## src/rtl/adld_pkg.sv

```systemverilog
// Shared encodings for the button front end.
// State and repeat-phase enums used across the lab slice.
package adld_pkg;

  typedef enum logic [1:0] {
    IDLE     = 2'd0,
    PRESS_DB = 2'd1,
    HELD     = 2'd2,
    REL_DB   = 2'd3
  } state_t;

  typedef enum logic {
    PH_DELAY  = 1'b0,
    PH_PERIOD = 1'b1
  } phase_t;

endpackage

```

## src/rtl/sync_ff.sv

```systemverilog
// Reset-to-0 flop chain for bringing asynchronous inputs
// into the clk domain.
module sync_ff #(
  parameter int STAGES = 2
) (
  input  logic clk,
  input  logic reset,
  input  logic i_d,
  output logic o_q
);

  logic [STAGES-1:0] r_chain;

  always_ff @(posedge clk or posedge reset) begin
    if (reset) begin
      r_chain <= '0;
    end else begin
      r_chain <= {r_chain[STAGES-2:0], i_d};
    end
  end

  assign o_q = r_chain[STAGES-1];

endmodule

```

## src/rtl/btn_step_gen.sv

```systemverilog
// Button front end: sync, debounce, press/repeat step pulses
// and a release pulse for the counter labs.
module btn_step_gen
  import adld_pkg::*;
#(
  parameter int SYNC_STAGES     = 2,
  parameter int DEBOUNCE_CYCLES = 4,
  parameter int REPEAT_EN       = 1,
  parameter int REPEAT_DELAY    = 8,
  parameter int REPEAT_PERIOD   = 3
) (
  input  logic clk,
  input  logic reset,
  input  logic i_btn_raw,
  output logic o_btn_level,
  output logic o_step,
  output logic o_release
);

  localparam int DW   = $clog2(DEBOUNCE_CYCLES);
  localparam int RMAX = (REPEAT_DELAY > REPEAT_PERIOD) ?
                        REPEAT_DELAY : REPEAT_PERIOD;
  localparam int RW   = (RMAX > 1) ? $clog2(RMAX) : 1;

  localparam logic [DW-1:0] DB_LAST = DW'(DEBOUNCE_CYCLES - 1);
  localparam logic [RW-1:0] RD_LAST = RW'(REPEAT_DELAY - 1);
  localparam logic [RW-1:0] RP_LAST = RW'(REPEAT_PERIOD - 1);

  state_t          r_state, w_state_nx;
  phase_t          r_phase, w_phase_nx;
  logic [DW-1:0]   r_db_cnt, w_db_nx;
  logic [RW-1:0]   r_rep_cnt, w_rep_nx;
  logic [RW-1:0]   w_rep_last;
  logic            r_level, w_level_nx;
  logic            r_step, w_step_nx;
  logic            r_release, w_rel_nx;
  logic            w_sync;
  logic            w_db_done;
  logic            w_rep_on;
  logic            w_rep_fire;

  sync_ff #(
    .STAGES (SYNC_STAGES)
  ) u_sync (
    .clk   (clk),
    .reset (reset),
    .i_d   (i_btn_raw),
    .o_q   (w_sync)
  );

  assign w_db_done  = (r_db_cnt == DB_LAST);
  assign w_rep_last = (r_phase == PH_DELAY) ? RD_LAST : RP_LAST;
  // Level is still 1 in REL_DB, so repeats keep running there.
  assign w_rep_on   = (REPEAT_EN != 0) &&
                      ((r_state == HELD) || (r_state == REL_DB));
  assign w_rep_fire = w_rep_on && (r_rep_cnt == w_rep_last);

  always_comb begin
    w_state_nx = r_state;
    w_db_nx    = r_db_cnt;
    w_rep_nx   = r_rep_cnt;
    w_phase_nx = r_phase;
    w_level_nx = r_level;
    w_step_nx  = w_rep_fire;
    w_rel_nx   = 1'b0;

    if (w_rep_fire) begin
      w_rep_nx   = '0;
      w_phase_nx = PH_PERIOD;
    end else if (w_rep_on) begin
      w_rep_nx = r_rep_cnt + 1'b1;
    end

    unique case (r_state)
      IDLE: begin
        if (w_sync) begin
          w_state_nx = PRESS_DB;
          w_db_nx    = r_db_cnt + 1'b1;
        end
      end
      PRESS_DB: begin
        if (!w_sync) begin
          w_state_nx = IDLE;
          w_db_nx    = '0;
        end else if (w_db_done) begin
          w_state_nx = HELD;
          w_db_nx    = '0;
          w_level_nx = 1'b1;
          w_step_nx  = 1'b1;
          w_rep_nx   = '0;
          w_phase_nx = PH_DELAY;
        end else begin
          w_db_nx = r_db_cnt + 1'b1;
        end
      end
      HELD: begin
        if (!w_sync) begin
          w_state_nx = REL_DB;
          w_db_nx    = r_db_cnt + 1'b1;
        end
      end
      REL_DB: begin
        if (w_sync) begin
          w_state_nx = HELD;
          w_db_nx    = '0;
        end else if (w_db_done) begin
          // Release beats a coincident repeat step.
          w_state_nx = IDLE;
          w_db_nx    = '0;
          w_level_nx = 1'b0;
          w_rel_nx   = 1'b1;
          w_step_nx  = 1'b0;
          w_rep_nx   = '0;
          w_phase_nx = PH_DELAY;
        end else begin
          w_db_nx = r_db_cnt + 1'b1;
        end
      end
    endcase
  end

  always_ff @(posedge clk or posedge reset) begin
    if (reset) begin
      r_state   <= IDLE;
      r_phase   <= PH_DELAY;
      r_db_cnt  <= '0;
      r_rep_cnt <= '0;
      r_level   <= 1'b0;
      r_step    <= 1'b0;
      r_release <= 1'b0;
    end else begin
      r_state   <= w_state_nx;
      r_phase   <= w_phase_nx;
      r_db_cnt  <= w_db_nx;
      r_rep_cnt <= w_rep_nx;
      r_level   <= w_level_nx;
      r_step    <= w_step_nx;
      r_release <= w_rel_nx;
    end
  end

  assign o_btn_level = r_level;
  assign o_step      = r_step;
  assign o_release   = r_release;

endmodule
```

## config.mk

```make
export PLATFORM = sky130hd
export DESIGN_NAME = btn_step_gen
export DESIGN_NICKNAME = d
export VERILOG_FILES = /design/src/rtl/adld_pkg.sv /design/src/rtl/sync_ff.sv /design/src/rtl/btn_step_gen.sv
export SDC_FILE = /design/constraint.sdc
export NUM_CORES = 1
export LEC_CHECK = 0
export CORE_ASPECT_RATIO = 1.4
export CORE_MARGIN = 2
export CORE_UTILIZATION = 30
export CTS_CLUSTER_SIZE = 30
export DETAILED_ROUTE_END_ITERATION = 12
export GPL_TIMING_DRIVEN = 0
export PLACE_DENSITY = 0.54
export RECOVER_POWER = 50
export SYNTH_ARGS = -nofsm -noshare
export SYNTH_HDL_FRONTEND = slang
export SYNTH_HIERARCHICAL = 1
export SYNTH_SLANG_ARGS = --single-unit
```

## constraint.sdc

```tcl
create_clock -name clk -period 1.62 [get_ports clk]
set_input_delay 0.324 -clock clk [delete_from_list [all_inputs] [get_ports clk]]
set_output_delay 0.324 -clock clk [all_outputs]
set_load 0.05 [all_outputs]
```

Word-level counts from Yosys, hierarchy flattened --
Cells that the tools add are included.
Cells by class: add/sub/neg operators 2, muxes and demuxes 38, equal/unequal tests 13, reductions and logical operators 7
Operator list (number):
- two-way mux 2 bit | 11
- two-way mux 3 bit | 6
- case mux 2 bit (4 select lines) | 2
- two-way mux 1 bit | 15
- inequality test 2 bit, second input constant | 4
- equality test 2 bit, second input constant | 3
- case mux 1 bit (2 select lines) | 3
- case mux 3 bit (2 select lines) | 1
- AND reduction 5 bit | 1
- inequality test 2 x 1 -> 1 bit, second input constant | 2
- AND reduction 4 bit | 1
- adder 3 x 1 -> 3 bit, second input constant | 1
- equality test 3 bit | 1
- inequality test 3 x 2 -> 1 bit, second input constant | 1
- inequality test 3 bit, second input constant | 1
- adder 2 x 1 -> 2 bit, second input constant | 1
- equality test 2 x 1 -> 1 bit, second input constant | 1
- logical NOT 2 bit | 1
- AND reduction 2 bit | 1
- nonzero test 2 bit | 1
- logical AND 1 bit | 1
- logical OR 1 bit | 1
Word-level totals: bits of input ports 3, logic and storage cells 68, output and inout port bits 3, register bits after elaboration 13

Logic depth before layout (Yosys ltp) --
word-level depth 7, mapped depth 4, depth with buffers taken out 4

By module --
Netlist, hierarchy kept.
By module, submodules not included:
- btn_step_gen | cells each 52, area an instance 530.5 um2, instances 1, seq. area each 275.3 um2
- sync_ff | cells each 3, area an instance 53.8 um2, instances 1, seq. area each 50.0 um2

Worst setup path before layout --
Ideal clock, no wire load.
path type register -> register, from reg r_rep_cnt[2], to reg r_step, in the netlist o_step, buffers on the path 0, setup time 0.087 ns, clock period less this slack 1.261 ns, path slack 0.359 ns, cell stages (with the launch flop) 4, arrival time 1.174 ns, data required time 1.533 ns, cell sequence dfrtp_1 > or3b_1 > a21bo_1 > a211oi_2
Between the ends: cells in the longest elaborated chain, start to end 5, elaborated cells on any way between the ends 7, those cells by class eq/ne: 1; mux: 5; reduce/logical: 1
Ends and longest elaborated chain:
- from (decl) | RTL line btn_step_gen.sv:32 | logic [RW-1:0] r_rep_cnt, w_rep_nx;
- from (signal assigned) | RTL line btn_step_gen.sv:135 | r_rep_cnt <= w_rep_nx;
- equality test 3 bit (*) | RTL line btn_step_gen.sv:56 | assign w_rep_fire = w_rep_on && (r_rep_cnt == w_rep_last);
- logical AND 1 bit (*) | RTL line btn_step_gen.sv:56
- two-way mux 1 bit (on tied branches) | RTL line btn_step_gen.sv:106, btn_step_gen.sv:85
- two-way mux 1 bit (on tied branches) | RTL line btn_step_gen.sv:103, btn_step_gen.sv:82
- case mux 1 bit (2 select lines) (*) | RTL line btn_step_gen.sv:74 | unique case (r_state)
- net w_step_nx | RTL line btn_step_gen.sv:35 | logic r_step, w_step_nx;
- to (signal assigned) | RTL line btn_step_gen.sv:137 | r_step <= w_step_nx;
- to (decl) | RTL line btn_step_gen.sv:35
The timed path passes the listed nets; every way through them passes the cells marked *. A chain may end at the register's enable or synchronous reset.

Worst setup path after layout --
from reg r_level, in the netlist o_btn_level, to out o_btn_level
RTL lines:
- from (decl) | RTL line btn_step_gen.sv:34 | logic r_level, w_level_nx;
- from (signal assigned) | RTL line btn_step_gen.sv:136 | r_level <= w_level_nx;
- to (decl) | RTL line btn_step_gen.sv:15 | output logic o_btn_level,
No word-level cell between the ends.

==> qor_table.md <==
| Metric | This run |
|:---|:---|
| Outcome | finished, final reports clean |
| Utilization after layout | 37.9% |
| Highest signal layer in the routed design | met4 |
| Pin count of the biggest net entering global routing | 12 |
| Antenna diode count | 0 |
| Slew at the pin with the worst max-slew slack | 0.490 ns |
| Fraction of power consumed by the clock network | 16.7% |
| Synthesized net count | 60 |
| Top flip-flop cell by instance count after synthesis | sky130_fd_sc_hd__dfrtp_1 |
| Leading cell type by number of instances after synthesis | sky130_fd_sc_hd__dfrtp_1 |
| Pwr Density | 1750 nW/um^2 |
| Cell types occupying the most area after synthesis | sky130_fd_sc_hd__dfrtp_1 56%, sky130_fd_sc_hd__nand3b_1 9.0%, sky130_fd_sc_hd__a21oi_1 6.0%, sky130_fd_sc_hd__ha_1 4.3%, sky130_fd_sc_hd__o21ai_0 2.6% |
| Starting utilization of the core area | 32.4% |
| Beginning of the worst register-to-register path | r_rep_cnt[2] |
| Residual DRC | 0 |
| Number of buffers inserted by port buffering | 5 |
| Shortest period the worst path allows | 1.50 ns |
| Maximum fanout count along the critical path | 3 |
| Share of cell area taken by muxes after synthesis | 0% |
| Vias post-DR | 433 |
| Final weighted congestion in routability-driven placement | 0.725 |
| Clock insertion delay at the later pin of the skew report | 0.28 ns |
| Critical path arrival | 1.18 ns |
| Total negative slack for setup checks | 0 ns |
| Length of routed wiring on met1 | 435 um |
| Cell with the largest stage delay on the worst path | sky130_fd_sc_hd__dlygate4sd2_1 |
| Total internal power | 715 uW |
| Global routing usage summed across all routing layers | 11.4% |
| Kind of critical path | reg2out |
| Final hold violations | 0 |
| Avg Synthesized Cell Area | 10.6 sq um |
| Number of synthesized flops with an enable pin | 0 |
| Worst hold margin | 0.346 ns |
| Met3 wirelength from detailed routing | 24 um |
| Overall overflow remaining after global route | 0 |
| Clock-pin slew of the registers on the worst-case setup and hold paths | 0.08 ns |
| Post-synthesis sequential area ratio | 55.7% |
| Number of violations reported at the end of detailed-routing iteration 0 | 4 |
| Headroom to the max-slew limit | 67.4% |
| CTS sink cnt | 13 |
| Clock Tree Root | sky130_fd_sc_hd__clkbuf_4 |
| Cell Rows | 18 |
| Inserted Clock Buffers | 3 |
| Number of instances in the synthesized netlist | 55 |
| Max rail drop VDD | 790 uV |
| H-tree depth | 1 |
| Detailed-route wire length per cell | 11.9 um |
| Share of the synthesized area in compound gates (AO/OA/AOI/OAI) | 17.1% |
| Sequential share of power | 46.3% |
| Worst Slack Setup Final | 0.115 ns |
| Post-Synth Simple-Gate Area | 18.8% |
| Worst slack at placement | 0.137 ns |
| Number of violations of the max-capacitance limit | 0 |
| Unrepaired setup endpoints after global routing | no |
| Resized cells post-CTS | 3 |
| Final Max Slew Viols | 0 |
| Total wire length | 1.00 mm |
| Netlist area before placement | 584 sq um |
| Via count of the first global-routing pass | 420 |
| Parity-gate share of the synthesized area counting xor and xnor cells | 1.50% |
| Required time at the worst-slack endpoint | 1.30 ns |
| Post-synth top area share | 55.7% |
| Element type at the critical path end | output pin |
| Delay-heaviest family, CP | buffers and inverters |
| Number of setup buffers added after CTS | 0 |
| Combinational group share of total power | 37.1% |
| CP max stage delay | 0.54 ns |
| Startpoint kind of the worst setup timing path | flip-flop |
| Switching fraction of total power | 40.1% |
| Global-route wire length before repair | 1.84 mm |
| Final worst path period share | 92.9% |
| Final Setup Violations | 0 |
| Series of cell instances along the critical path | dlygate4sd2_1 |
| Yosys warns | 6 |
| Register-to-Register Setup Slack | 0.29 ns |
| Final standard cell count with taps included and fillers excluded | 84 |
| Number of detailed-routing iterations run before antenna repair | 3 |
| Area of the placeable core | 1800 sq um |
| Async SR Flop Fraction | 100% |
| HPWL reported at the end of detailed placement | 741 um |
| Reg2Reg Depth | 3 |
| Via-per-instance ratio | 5.15 |
| Chip height | 56.2 um |
| Share of post-route cells with drive strength above 1 | 7.81% |
| Net switching power | 478 uW |
| Area growth syn-to-layout | 16.9% |
| Maximum count of clock buffers along a single path | 2 |
| LEAKAGE | 0.000298 uW |
| Max Clock Skew | 0.00632 ns |
| Synth area leader | sky130_fd_sc_hd__dfrtp_1 |
| Placed cell count | 80 |
| ANT nets after route | 0 |
| Worst Path Buf+Inv | 1 |
| TritonCTS clock tree | yes |
| Main combinational cell family by area after synthesis | simple AND/OR/NAND/NOR gates |
| Synthesis-stage register bit count | 13 |
| Kind of path behind the tightest hold check | in2async |
| Top-Level Pins | 6 |
| Layout net count | 70 |
| Number of hold buffers added after CTS | 0 |
| RR Endpoint | r_rep_cnt[2] |
| Met2 Routed Length | 524 um |
| Number of distinct library cells after synthesis | 19 |
| Horiz. Die Dim | 41.3 um |
| Overall die area | 2320 sq um |
| Maximum clock frequency | 0.665 GHz |
| Cell types with the highest counts after synthesis | 13 x sky130_fd_sc_hd__dfrtp_1, 7 x sky130_fd_sc_hd__a21oi_1, 7 x sky130_fd_sc_hd__nand3b_1 |
| Adder and majority gate portion of the synthesized area | 4.28% |
| Initial antenna violation count | 0 |
-- stage by stage --
stage | cell area [sq um] | power, uW
floorplan | 584 | 892
global placement | 659 | 1000
detailed placement | 659 | 1020
CTS | 683 | 1210
global route | 683 | 1310
finish | 683 | 1190
-- cell families after synthesis --
| family | after synthesis |
|---|---|
| buffers and inverters | 4 |
| and+or+nand+nor | 19 |
| AOI/OAI and AO/OA | 16 |
| xor gates and xnor gates | 1 |
| DFF | 13 |
| adders and majority gates | 2 |
-- worst max path at each step --
stage,from,depth (start not counted),slack [ns],endpoint
finish,o_btn_level,1,0.12,o_btn_level
global route,o_btn_level,1,0.06,o_btn_level
CTS,o_btn_level,1,0.11,o_btn_level
detailed placement,o_btn_level,1,0.14,o_btn_level
global placement,o_btn_level,1,0.13,o_btn_level
floorplan,r_rep_cnt[2],3,0.36,o_step
-- layout by cell type (no fill, tap or decap) --
| cell | n |
|---|---|
| sky130_fd_sc_hd__a211oi_2 | 1 |
| sky130_fd_sc_hd__clkbuf_1 | 1 |
| sky130_fd_sc_hd__a31oi_1 | 2 |
| sky130_fd_sc_hd__nor2_1 | 3 |
| sky130_fd_sc_hd__clkbuf_4 | 3 |
| sky130_fd_sc_hd__xnor2_1 | 1 |
| sky130_fd_sc_hd__a21bo_1 | 1 |
| sky130_fd_sc_hd__or3b_1 | 1 |
| sky130_fd_sc_hd__a21boi_0 | 1 |
| sky130_fd_sc_hd__clkinv_2 | 1 |
| sky130_fd_sc_hd__dfrtp_1 | 13 |
| sky130_fd_sc_hd__o21ai_0 | 3 |
| sky130_fd_sc_hd__inv_1 | 3 |
| sky130_fd_sc_hd__ha_1 | 2 |
| sky130_fd_sc_hd__nand3_1 | 2 |
| sky130_fd_sc_hd__nand2_1 | 4 |
| sky130_fd_sc_hd__dlygate4sd3_1 | 2 |
| sky130_fd_sc_hd__a21oi_1 | 7 |
| sky130_fd_sc_hd__dlygate4sd2_1 | 3 |
| sky130_fd_sc_hd__a211oi_1 | 1 |
| sky130_fd_sc_hd__nor4_1 | 1 |
| sky130_fd_sc_hd__and2_1 | 1 |
| sky130_fd_sc_hd__nand3b_1 | 7 |
-- area by class of cell --
cell class	instances	area [sq um]
buffer	1	3.75
clock buffer	3	22.5
clock inverter	1	5.00
fill	191	1120
inverter	3	11.3
multi-input combinational	38	244
sequential	13	325
tap	20	25.0
timing repair buffer	5	46.3
-- state kept, by name (all words and copies together), names as in the netlist, named ones only --
register        count
r_db_cnt            2
r_phase             1
o_release           1
o_step              1
o_btn_level         1
r_rep_cnt           3
r_state             1
u_sync/r_chain      2
-- power groups by stage --
stage          Clock, uW  Sequential (uW)  Combinational (uW)
3_3_place_gp           0              559                 445
3_5_place_dp           0              559                 459
6_report             199              552                 442
5_1_grt              229              571                 510
4_1_cts              206              554                 449
2_1_floorplan          0              590                 302
-- metal layers --
layer	GRT usage, %	up-vias
met4	8.29	0
met5	0	-
met1	14.8	209
li1	-	216
met2	15.8	6
met3	2.40	2
(Power assumes the default switching activity.)
